==> config.mk <==
export PLATFORM = sky130hd
export DESIGN_NAME = ir_scan_sequencer
export DESIGN_NICKNAME = d
export VERILOG_FILES = /design/src/rtl/ir_pkg.sv /design/src/rtl/ir_sync.sv /design/src/rtl/ir_scan_sequencer.sv
export SDC_FILE = /design/constraint.sdc
export NUM_CORES = 1
export LEC_CHECK = 0
export BUFFER_PORTS_ARGS = -buffer_cell sky130_fd_sc_hd__buf_2
export CAP_MARGIN = 20
export CORE_MARGIN = 2
export CORE_UTILIZATION = 30
export DETAILED_ROUTE_END_ITERATION = 10
export GPL_TIMING_DRIVEN = 0
export HOLD_SLACK_MARGIN = 0.03
export SYNTH_ARGS = -nofsm -noshare
export SYNTH_HDL_FRONTEND = slang
export SYNTH_SLANG_ARGS = --single-unit
==> constraint.sdc <==
create_clock -name CLK100MHZ -period 2.45 [get_ports CLK100MHZ]
set_clock_uncertainty 0.15 [all_clocks]
set_input_delay 0.245 -clock CLK100MHZ [delete_from_list [all_inputs] [get_ports CLK100MHZ]]
set_output_delay 0.245 -clock CLK100MHZ [all_outputs]
set_load 0.01 [all_outputs]
==> src/rtl/ir_pkg.sv <==
// Shared definitions for the IR proximity sensor logic: scan FSM states,
// per-channel status codes and default timing constants at 100 MHz.
package ir_pkg;

    // Scan sequencer states
    typedef enum logic [1:0] {
        IDLE    = 2'd0,
        SETTLE  = 2'd1,
        MEASURE = 2'd2,
        UPDATE  = 2'd3
    } ir_state_t;

    // Per-channel status codes reported to the navigation logic
    localparam logic [1:0] IR_NONE = 2'b00;  // not yet measured
    localparam logic [1:0] IR_DET  = 2'b10;  // object detected
    localparam logic [1:0] IR_CLR  = 2'b01;  // path clear

    // Default timing constants
    localparam int IR_DEF_NUM_CH     = 4;
    localparam int IR_DEF_SETTLE_CYC = 1000;      // 10 us emitter warm-up
    localparam int IR_DEF_WINDOW_CYC = 30000000;  // 300 ms slot, settle included
    localparam int IR_DEF_THRESHOLD  = 300000;    // high-count below this = object
    localparam int IR_DEF_CNT_W      = 26;

endpackage

==> src/rtl/ir_sync.sv <==
// Parameterized-width two-flop synchronizer for asynchronous inputs.
// Both stages reset to 0.
module ir_sync #(
    parameter int WIDTH = 1
) (
    input  logic             clk,
    input  logic             rst_n,
    input  logic [WIDTH-1:0] i_d,
    output logic [WIDTH-1:0] o_q
);

    logic [WIDTH-1:0] r_meta;
    logic [WIDTH-1:0] r_sync;

    // Two-stage capture to resolve metastability on each bit
    always_ff @(posedge clk or negedge rst_n) begin
        if (!rst_n) begin
            r_meta <= '0;
            r_sync <= '0;
        end else begin
            // NOTE: non-blocking assignments make r_sync take the old r_meta,
            // giving two real flop stages rather than one collapsed stage.
            r_meta <= i_d;
            r_sync <= r_meta;
        end
    end

    assign o_q = r_sync;

endmodule

==> src/rtl/ir_scan_sequencer.sv <==
// Time-multiplexed IR proximity sensor scanner. Each channel in turn gets
// its emitter enabled, a settle interval, then a measurement window in
// which synchronized high cycles are counted; the count is turned into a
// 2-bit detect/clear status per channel.
module ir_scan_sequencer
    import ir_pkg::*;
#(
    parameter int NUM_CH     = IR_DEF_NUM_CH,
    parameter int SETTLE_CYC = IR_DEF_SETTLE_CYC,
    parameter int WINDOW_CYC = IR_DEF_WINDOW_CYC,
    parameter int THRESHOLD  = IR_DEF_THRESHOLD,
    parameter int CNT_W      = IR_DEF_CNT_W
) (
    input  logic                      CLK100MHZ,
    input  logic                      CPU_RESETN,
    input  logic                      run,
    input  logic [NUM_CH-1:0]         ir_in,
    output logic [NUM_CH-1:0]         emit_en,
    output logic [$clog2(NUM_CH)-1:0] ch_sel,
    output logic [2*NUM_CH-1:0]       iflags,
    output logic                      flags_upd,
    output logic                      scan_done,
    output logic                      busy
);

    localparam int CH_W = $clog2(NUM_CH);

    localparam logic [CNT_W-1:0] SETTLE_LAST = CNT_W'(SETTLE_CYC - 1);
    localparam logic [CNT_W-1:0] WINDOW_LAST = CNT_W'(WINDOW_CYC - 1);
    localparam logic [CNT_W-1:0] THRESH      = CNT_W'(THRESHOLD);
    localparam logic [CH_W-1:0]  LAST_CH     = CH_W'(NUM_CH - 1);

    ir_state_t           r_state;
    ir_state_t           w_state_nxt;
    logic [CH_W-1:0]     r_ch_sel;
    logic [CH_W-1:0]     w_ch_sel_nxt;
    logic [CNT_W-1:0]    r_slot_cnt;
    logic [CNT_W-1:0]    w_slot_nxt;
    logic [CNT_W-1:0]    r_high_cnt;
    logic [CNT_W-1:0]    w_high_nxt;
    logic [2*NUM_CH-1:0] r_iflags;
    logic [2*NUM_CH-1:0] w_iflags_nxt;
    logic [NUM_CH-1:0]   r_emit_en;
    logic [NUM_CH-1:0]   w_emit_nxt;
    logic                r_flags_upd;
    logic                w_flags_upd_nxt;
    logic                r_scan_done;
    logic                w_scan_done_nxt;
    logic                r_busy;
    logic                w_busy_nxt;

    logic [NUM_CH-1:0]   w_ir_s;
    logic                w_ir_bit;
    logic [1:0]          w_status;

    ir_sync #(
        .WIDTH (NUM_CH)
    ) u_ir_sync (
        .clk   (CLK100MHZ),
        .rst_n (CPU_RESETN),
        .i_d   (ir_in),
        .o_q   (w_ir_s)
    );

    // Only the channel that owns the datapath is counted
    assign w_ir_bit = w_ir_s[r_ch_sel];

    // A count equal to the threshold counts as clear
    assign w_status = (r_high_cnt < THRESH) ? IR_DET : IR_CLR;

    // Next-state, counter and output decode for the scan FSM
    always_comb begin
        // NOTE: every signal gets a default before the case so that no path
        // leaves one unassigned, which would otherwise infer a latch.
        w_state_nxt     = r_state;
        w_ch_sel_nxt    = r_ch_sel;
        w_slot_nxt      = r_slot_cnt;
        w_high_nxt      = r_high_cnt;
        w_iflags_nxt    = r_iflags;
        w_flags_upd_nxt = 1'b0;
        w_scan_done_nxt = 1'b0;
        w_emit_nxt      = '0;

        case (r_state)
            IDLE: begin
                if (run) begin
                    w_state_nxt = SETTLE;
                end
            end

            SETTLE: begin
                w_slot_nxt = r_slot_cnt + 1'b1;
                w_high_nxt = '0;
                if (r_slot_cnt == SETTLE_LAST) begin
                    w_state_nxt = MEASURE;
                end
            end

            MEASURE: begin
                w_slot_nxt = r_slot_cnt + 1'b1;
                if (w_ir_bit && (r_high_cnt != '1)) begin
                    w_high_nxt = r_high_cnt + 1'b1;
                end
                if (r_slot_cnt == WINDOW_LAST) begin
                    // Strobes are registered so they are high during UPDATE
                    w_state_nxt     = UPDATE;
                    w_flags_upd_nxt = 1'b1;
                    w_scan_done_nxt = (r_ch_sel == LAST_CH);
                end
            end

            UPDATE: begin
                for (int i = 0; i < NUM_CH; i++) begin
                    if (r_ch_sel == CH_W'(i)) begin
                        w_iflags_nxt[2*i +: 2] = w_status;
                    end
                end
                w_slot_nxt   = '0;
                w_high_nxt   = '0;
                w_ch_sel_nxt = (r_ch_sel == LAST_CH) ? '0 : r_ch_sel + 1'b1;
                w_state_nxt  = run ? SETTLE : IDLE;
            end

            default: begin
                w_state_nxt = IDLE;
            end
        endcase

        // Emitter follows the slot owner whenever the next state is active
        if ((w_state_nxt == SETTLE) || (w_state_nxt == MEASURE)) begin
            w_emit_nxt[w_ch_sel_nxt] = 1'b1;
        end
        w_busy_nxt = (w_state_nxt != IDLE);
    end

    // State, counters and registered outputs
    always_ff @(posedge CLK100MHZ or negedge CPU_RESETN) begin
        if (!CPU_RESETN) begin
            r_state     <= IDLE;
            r_ch_sel    <= '0;
            r_slot_cnt  <= '0;
            r_high_cnt  <= '0;
            r_iflags    <= '0;
            r_emit_en   <= '0;
            r_flags_upd <= 1'b0;
            r_scan_done <= 1'b0;
            r_busy      <= 1'b0;
        end else begin
            r_state     <= w_state_nxt;
            r_ch_sel    <= w_ch_sel_nxt;
            r_slot_cnt  <= w_slot_nxt;
            r_high_cnt  <= w_high_nxt;
            r_iflags    <= w_iflags_nxt;
            r_emit_en   <= w_emit_nxt;
            r_flags_upd <= w_flags_upd_nxt;
            r_scan_done <= w_scan_done_nxt;
            r_busy      <= w_busy_nxt;
        end
    end

    assign emit_en   = r_emit_en;
    assign ch_sel    = r_ch_sel;
    assign iflags    = r_iflags;
    assign flags_upd = r_flags_upd;
    assign scan_done = r_scan_done;
    assign busy      = r_busy;

endmodule
# ---- Word-level counts from Yosys, hierarchy flattened
# Index checks and enable logic that the tools add are counted.
dict set report op_classes {
  n_lt_le_gt_ge 4
  add_sub_neg 3
  n_eq_ne 12
  reduce_logical 15
  muxes 20
}
# cell n
set op_table {}
lappend op_table {{one-hot mux 26 bit (2 select lines)} 2}
lappend op_table {{adder 26 x 1 -> 26 bit, second input constant} 2}
lappend op_table {{== test 26 x 10 -> 1 bit, second input constant} 1}
lappend op_table {{== test 26 x 25 -> 1 bit, second input constant} 1}
lappend op_table {{less-than comparator 26 x 19 -> 1 bit, second input constant} 1}
lappend op_table {{two-way mux 26 bit} 1}
lappend op_table {{!= test 26 bit, second input constant} 1}
lappend op_table {{two-way mux 2 bit} 6}
lappend op_table {{== test 2 bit, second input constant} 5}
lappend op_table {{AND reduction 2 bit} 5}
lappend op_table {{one-hot mux 2 bit (4 select lines)} 1}
lappend op_table {{two-way mux 1 bit} 7}
lappend op_table {{== test 2 x 1 -> 1 bit, second input constant} 3}
lappend op_table {{less-than comparator 2 x 3 -> 1 bit, second input constant} 2}
lappend op_table {{nonzero test 2 bit} 3}
lappend op_table {{zero test 2 bit} 2}
lappend op_table {{two-way mux 4 bit} 1}
lappend op_table {{OR reduction 2 bit} 2}
lappend op_table {{adder 2 x 1 -> 2 bit, second input constant} 1}
lappend op_table {{binary-select mux 1 bit (select 2 bit)} 1}
lappend op_table {{demux 1 bit (select 2 bit)} 1}
lappend op_table {{>= comparator 2 x 1 -> 1 bit, second input constant} 1}
lappend op_table {{logical AND 1 bit} 2}
lappend op_table {{!= test 2 bit, second input constant} 1}
lappend op_table {{logical OR 1 bit} 1}
dict set report word_totals {
  register_bits 79
}

# ---- Logic depth before layout (Yosys ltp)
# Gate-level depths: netlist of the first run.
dict set report logic_depth {
  word_depth 8
  ltp_mapped 9
  mapped_depth_nobuf 9
}

# ---- Cells and area by module
# A second synthesis of the first run with hierarchy kept.
dict set report unflattened {
  cells_unflattened 394
  hier_area_um2 3971.3
}
# module cells_each n_inst area_per_inst_um2
set by_module_without_submodules {}
lappend by_module_without_submodules {ir_scan_sequencer 386 1 3771.1}
lappend by_module_without_submodules {ir_sync 8 1 200.2}

# ---- Worst setup path before layout of the first run
# OpenSTA, ideal clock, no wires.
dict set report synth_timing {
  path_kind {reg2reg}
  startpoint {register r_slot_cnt[0]}
  endpoint {register r_emit_en[3] (netlist: emit_en[3])}
  t_arrival_ps 1930
  required_ps 2174
  path_slack_ps 244
  path_stages_with_launch 9
  cell_sequence {dfrtp_1 -> ha_1 -> and4_1 -> nand4_1 -> or4_1 -> and3_1 -> ha_1 -> nand2_1 -> nor2_1}
}
dict set report synth_between {
  elab_chain_len 6
  elab_cells_between_ends 9
  cone_classes {4 x eq/ne; 4 x mux; 1 x reduce/logical}
}
# element line
set synth_lines {}
lappend synth_lines {{from (decl)} ir_scan_sequencer.sv:37} ;# logic [CNT_W-1:0] r_slot_cnt;
lappend synth_lines {{from (signal assigned)} ir_scan_sequencer.sv:151} ;# r_slot_cnt <= w_slot_nxt;
lappend synth_lines {{== test 26 x 25 -> 1 bit or == test 26 x 10 -> 1 bit (tied branches)} {ir_scan_sequencer.sv:104, ir_scan_sequencer.sv:94}}
lappend synth_lines {{two-way mux 2 bit (on tied branches)} {ir_scan_sequencer.sv:104, ir_scan_sequencer.sv:94}}
lappend synth_lines {{one-hot mux 2 bit (4 select lines) *} ir_scan_sequencer.sv:84} ;# case (r_state)
lappend synth_lines {{== test 2 x 1 -> 1 bit or == test 2 bit (tied branches)} ir_scan_sequencer.sv:130} ;# if ((w_state_nxt == SETTLE) || (w_state_nxt == MEASURE)) begin
lappend synth_lines {{logical OR 1 bit *} ir_scan_sequencer.sv:130}
lappend synth_lines {{two-way mux 4 bit *} ir_scan_sequencer.sv:130}
lappend synth_lines {{via w_emit_nxt[3]} ir_scan_sequencer.sv:44} ;# logic [NUM_CH-1:0] w_emit_nxt;
lappend synth_lines {{to (signal assigned)} ir_scan_sequencer.sv:154} ;# r_emit_en <= w_emit_nxt;
lappend synth_lines {{to (decl)} ir_scan_sequencer.sv:43} ;# logic [NUM_CH-1:0] r_emit_en;
# Mark *: on every way through the listed nets, which the timed path passes. The rest lies on a longest branch.
# A chain may end at the register's enable or synchronous reset.

# ---- Final worst setup path of the first run
dict set report layout_timing {
  startpoint {register r_slot_cnt[1]}
  endpoint {register r_emit_en[1] (netlist: emit_en[1])}
}
# Same word-level chain as after synthesis.

==> impl_metrics.yaml, run 1 <==
clocking:
  cts_max_level: 3
  cts_max_path_buffers: 2
  cts_tree: "built"
  clk_pin_slew_ns: 0.06
  clock_sinks: 79
  cts_made_buffers: 9
  cts-root-buf: "clkbuf_16"
  clkLatencyLatePin_ns: 0.34
routing:
  drc: 0
  wl_mm: 8.480
  drtPass1Iterations: 4
  vias: 3031
  drt_iter0_markers: 195
  drtAntennaViolNets: 0
  vias_per_cell: 5.043
  post_drt_wl_per_cell_um: 14.11
setup_path:
  r2r-start: "r_slot_cnt[1]"
  reg2reg_depth: 8
  crit_path_end_kind: "flop"
  worstPathArrival_ns: 2.41
  crit_type: "flop to flop"
  required_ns: 2.52
  critPathLaunch: "r_slot_cnt[1]"
  start_kind: "flop"
  crit_fanout: 3
cells_and_area:
  final_cells: 601
  area_growth_pct: 19.64
  finalNetCount: 438
  final_common_cell: "dfrtp_1"
  final_util_pct: 36.97
  final_cell_mix: "77 x dfrtp_1, 38 x nor2_1, 35 x nand2_1, 27 x buf_2, 20 x xnor2_1"
  drive_above_1_share_pct: 17.25
  n_antenna_cell: 0
synthesis:
  synth_cell_types: 52
  synthTopCellsByArea: "dfrtp_1 50%, xnor2_1 4.5%, nor2_1 3.6%"
  syn_area_per_cell_um2: 10.26
  ys_seq_area_share_pct: 50.29
  synth_top_area_share_pct: 50.29
  synth_area_um2: 3931
  synth_edf_count: 0
  ys_seq_elements: 79
  ys_warn_count: 0
  async_flop_share_pct: 100.0
  synth_nets: 397
  yosysTopAreaCell: "dfrtp_1"
  synthCells: 383
  ys.flop_type: "dfrtp_1"
job:
  maxCapViolCount: 0
power:
  sw_frac_of_total_pct: 20.85
  p_switching_mw: 0.5873
  seqPwrFrac_pct: 46.6
  power.share.clock_pct: 51.8
  p_leak_nw: 1.985
  cellPowerDensity_nw_per_um2: 598.8
  total_power_mw: 2.816
  ir_drop_mv: 0.3699
  comb_power_share_pct: 1.6
  internal-power_mw: 2.229
floorplanning:
  initial_core_util_pct: 30.90
  ios: 24
  dieArea_um2: 14040
  die_h_um: 118.5
  die_width_um: 118.5
  num_rows: 41
  core_um2: 12720
grt:
  grt_pass1_vias: 3038
  grt_overflow_total: 0
  grtUsageTotal_pct: 13.24
  grt_pass1_wl_mm: 14.75
  grt_max_degree: 56
  antenna_found_initial: 0
placement:
  place_congestion: 0.8496
  dp_hpwl_mm: 5.850
  placed_cells: 579
  io_buffer_count: 23
timing:
  period_minus_slack_ns: 2.344
  clock.fmax_mhz: 426.7
  setup_violations: 0
  drv_slew: 0
  finalHoldViolCount: 0
  grt_setup_unrepaired: "false"
  worstMarginPinSlew_ns: 0.6455
  setup-tns-final_ns: 0
  fin_crit_sh_pct: 95.66
  maxSlewHeadroom_pct: 56.68
worst_hold_path:
  min_path_type: "flop to flop"
  holdPathStages: 0
  holdCritStartpoint: "u_ir_sync.r_meta[3]"
run_status:
  status: "complete, no violations"
-- critical path, stage by stage, from the launching register on --
cell and delay (ns):
dfrtp_1 0.38, ha_2 0.21, and4_1 0.23, nand4_1 0.15
or4_4 0.47, and3_1 0.19, ha_1 0.31, nand2_1 0.09
nor2_1 0.05
-- cell type report --
class / instances / area [um^2]
fillers: 1301 / 8019
clock buffers: 9 / 225.2
plain buffers: 14 / 77.57
repair buffers: 31 / 212.7
multi-input cells: 278 / 1851
well taps: 172 / 215.2
inverters: 11 / 41.29
flip-flops and latches: 79 / 1979
clock inverters: 7 / 101.3
-- power by group through the flow --
stage / Clock [mW] / Combinational [mW] / Sequential [mW]
final: 1.46 / 0.0442 / 1.31
after global routing: 1.56 / 0.0521 / 1.31
after CTS: 1.51 / 0.0470 / 1.31
after detailed placement: 0 / 0.0395 / 1.34
after global placement: 0 / 0.0327 / 1.34
after floorplan: 0 / 0.00175 / 1.34
-- synthesized netlist by cell type (2+ instances only) --
cell type	n
nand3_1	15
o21ai_0	14
xnor2_1	20
nor2b_1	2
buf_2	5
nor2_1	38
ha_1	7
inv_1	11
and2_1	2
a21oi_1	13
nand2b_1	10
a2111oi_2	4
buf_4	3
and3_1	9
nor4_1	9
dfrtp_1	79
clkbuf_1	6
mux2_2	5
mux2i_1	6
nand4_1	14
nand2_1	35
or3_1	6
o31ai_1	4
nor3_1	13
and4_1	7
a211oi_1	7
xor2_1	9
or4_1	6
-- registers in the layout, indices dropped and copies added (netlist names) --
register          flops
u_ir_sync.o_q         4
iflags                8
r_high_cnt           26
scan_done             1
u_ir_sync.r_meta      4
busy                  1
r_state               2
flags_upd             1
emit_en               4
ch_sel                2
r_slot_cnt           26
-- logic make-up after synthesis --
| logic type | synth area share [%] |
|---|---|
| adders and majority gates | 2.228 |
| xor gates and xnor gates | 6.461 |
| buffers and inverters | 3.119 |
| AOI/OAI and AO/OA | 9.453 |
| and+or+nand+nor | 24.83 |
| DFF | 50.29 |
| muxes | 3.628 |
-- per-layer routing --
layer / vias up / wire (um) / GRT usage [%]
met5: - / 0 / 0
met4: 0 / 124 / 5.804
met3: 12 / 482 / 4.537
met2: 75 / 3934 / 20.41
met1: 1488 / 3939 / 16.82
li1: 1456 / - / -
-- stage by stage --
step	worst slack [ns]	instance area [um^2]	hold slack, ns
2_1_floorplan	0.2442	3931	-0.2006
3_3_place_gp	-0.02428	4262	0.1874
3_5_place_dp	-0.03266	4292	0.02905
4_1_cts	0.005312	4692	0.2000
5_1_grt	0.01265	4703	0.2158
6_report	0.1063	4703	0.1990
-- worst paths after layout --
path / to / slack [ns]
max in group asynchronous: r_slot_cnt[0] / 1.35
worst min register to register: u_ir_sync.o_q[3] / 0.20
worst max register to register: emit_en[1] / 0.11
min in group asynchronous: emit_en[0] / 0.22
worst max-delay path: emit_en[1] / 0.11
worst min-delay path: u_ir_sync.o_q[3] / 0.20
-- timing repair --
action                                 4_1_cts  5_1_grt
setup endpoints to repair                    4       10
resized for setup                            2        5
pin swaps                                    0        1
setup buffers                                1        0
endpoints found under the hold margin       72        0
hold buffers                                 6        0
Power figures use the tool's default switching activity.
==> run 2: changes to the inputs <==
--- a/config.mk
+++ b/config.mk
@@ -12,6 +12,9 @@
 export DETAILED_ROUTE_END_ITERATION = 10
 export GPL_TIMING_DRIVEN = 0
 export HOLD_SLACK_MARGIN = 0.03
+export PLACE_DENSITY = 0.43
+export RECOVER_POWER = 25
+export SLEW_MARGIN = 0
 export SYNTH_ARGS = -nofsm -noshare
 export SYNTH_HDL_FRONTEND = slang
 export SYNTH_SLANG_ARGS = --single-unit
==> run 2 against run 1 <==
Power shrank 2.7%. Hold slack gained 0.0015 ns. Die area is the same. Maximum frequency grew 0.43%. Largest power group unchanged. Non-clock buffer count grew 1. Critical path depth shrank 1. Clock power shrank 5%. Clock-buffer cell count grew 1. Via count shrank 3.3%. Final area shrank 0.82%. Cell count grew 0.17%.
==> impl_metrics.yaml, run 2 (synthesized netlist as in run 1, its figures left out) <==
worst_hold_path:
  min_path_type: "flop to flop"
floorplanning:
  initial_core_util_pct: 30.90
  num_rows: 41
  ios: 24
  die_h_um: 118.5
  core_um2: 12720
  dieArea_um2: 14040
  die_width_um: 118.5
power:
  cellPowerDensity_nw_per_um2: 587.4
  ir_drop_mv: 0.3275
  total_power_mw: 2.740
  p_leak_nw: 1.972
  internal-power_mw: 2.145
  comb_power_share_pct: 1.5
  p_switching_mw: 0.5951
  power.share.clock_pct: 50.6
  seqPwrFrac_pct: 47.9
  sw_frac_of_total_pct: 21.72
run_status:
  status: "complete, no violations"
routing:
  highest_layer: "met4"
  post_drt_wl_per_cell_um: 14.38
  drt_iter0_markers: 221
  drc: 0
  route.met2.wl_mm: 3.860
  vias: 2930
  wl_mm: 8.657
  met1_length_mm: 4.371
  vias_per_cell: 4.867
  drtAntennaViolNets: 0
  wl_met3_um: 262
  drtPass1Iterations: 4
grt:
  grtUsageTotal_pct: 13.42
  grt_overflow_total: 0
  grt_pass1_wl_mm: 14.97
  antenna_found_initial: 0
  grt_max_degree: 49
  grt_pass1_vias: 3000
clocking:
  cts_tree: "built"
  clk_pin_slew_ns: 0.06
  cts_max_path_buffers: 2
  clock_sinks: 79
  clkLatencyLatePin_ns: 0.34
  cts_made_buffers: 9
  cts_max_level: 3
  cts-root-buf: "clkbuf_16"
setup_path:
  crit_path_end_kind: "flop"
  worstPathArrival_ns: 2.44
  start_kind: "flop"
  crit_type: "flop to flop"
  required_ns: 2.56
  crit_fanout: 10
placement:
  place_congestion: 0.8101
  io_buffer_count: 23
  placed_cells: 579
  dp_hpwl_mm: 6.006
  placed_area_um2: 4292
timing:
  maxSlewHeadroom_pct: 46.79
  drv_slew: 0
  grt_setup_unrepaired: "false"
  worstMarginPinSlew_ns: 0.7981
  clock.fmax_mhz: 428.5
  fin_crit_sh_pct: 95.25
  setup_violations: 0
  finalHoldViolCount: 0
  period_minus_slack_ns: 2.334
cells_and_area:
  seq_area_um2: 1977
  nFillCells: 1332
  drive_above_1_share_pct: 16.51
  finalNetCount: 439
  n_antenna_cell: 0
  multiInputGateArea_um2: 1852
  area_growth_pct: 18.65
  final_cells: 602
  final_area_um2: 4664
  final_common_cell: "dfrtp_1"
  final_cell_mix: "79 x dfrtp_1, 38 x nor2_1, 35 x nand2_1, 24 x buf_2, 20 x xnor2_1"
job:
  maxCapViolCount: 0
run 2: routing by layer:
layer | global-route usage (%) | up-vias
met3 | 2.944 | 12
met4 | 5.804 | 0
met2 | 20.81 | 41
met1 | 18.02 | 1414
li1 | - | 1463
met5 | 0 | -
run 2: through the flow:
step	hold slack, ns	utilization [%]	setup TNS [ns]	setup slack, ns
2_1_floorplan	-0.2006	-	0	0.2442
3_3_place_gp	0.1873	33.50	-0.2335	-0.06345
6_report	0.2005	36.66	0	0.1163
4_1_cts	0.2037	36.84	0	0.007538
3_5_place_dp	0.07780	33.73	-0.2549	-0.07016
5_1_grt	0.2048	36.66	0	0.001734
run 2: critical path, cell delays in order (launching register included):
cell and delay (ns):
dfrtp_1 0.42, ha_1 0.24, and4_1 0.20, buf_4 0.15, and4_4 0.19, a21o_1 0.25, or4_1 0.49, a21oi_1 0.15
run 2: final cells by class:
type / count / share of cell area [%]
flip-flops and latches: 79 / 42.38
multi-input cells: 278 / 39.70
clock buffers: 10 / 5.123
well taps: 172 / 4.614
repair buffers: 32 / 4.158
plain buffers: 14 / 1.663
clock inverters: 6 / 1.475
inverters: 11 / 0.8852
run 2: what timing repair did:
item                                    4_1_cts  5_1_grt
hold buffers                                  6        0
endpoints found under the hold margin        36        0
endpoints found under the setup margin        4       10
gates resized for setup                       3        2
buffers inserted                              2        0
pin swaps                                     0        1
run 2: path summary, 6_finish.rpt:
kind / startpoint / slack (ns) / cells after the start / to
worst max-delay path: r_high_cnt[0] / 0.12 / 7 / r_high_cnt[20]
worst min-delay path: u_ir_sync.r_meta[0] / 0.20 / 0 / u_ir_sync.o_q[0]
worst max register to register: r_high_cnt[0] / 0.12 / 7 / r_high_cnt[20]
worst min register to register: u_ir_sync.r_meta[0] / 0.20 / 0 / u_ir_sync.o_q[0]
max in group asynchronous: CPU_RESETN / 0.55 / 3 / r_high_cnt[20]
min in group asynchronous: CPU_RESETN / 0.37 / 2 / r_slot_cnt[17]
run 2: power by group through the flow:
stage               combinational [mW]  sequential [mW]  clock (mW)
CTS                             0.0484             1.31        1.44
global placement                0.0344             1.34           0
detailed placement              0.0412             1.34           0
finish                          0.0401             1.31        1.39
floorplan                      0.00175             1.34           0
global route                    0.0483             1.31        1.50
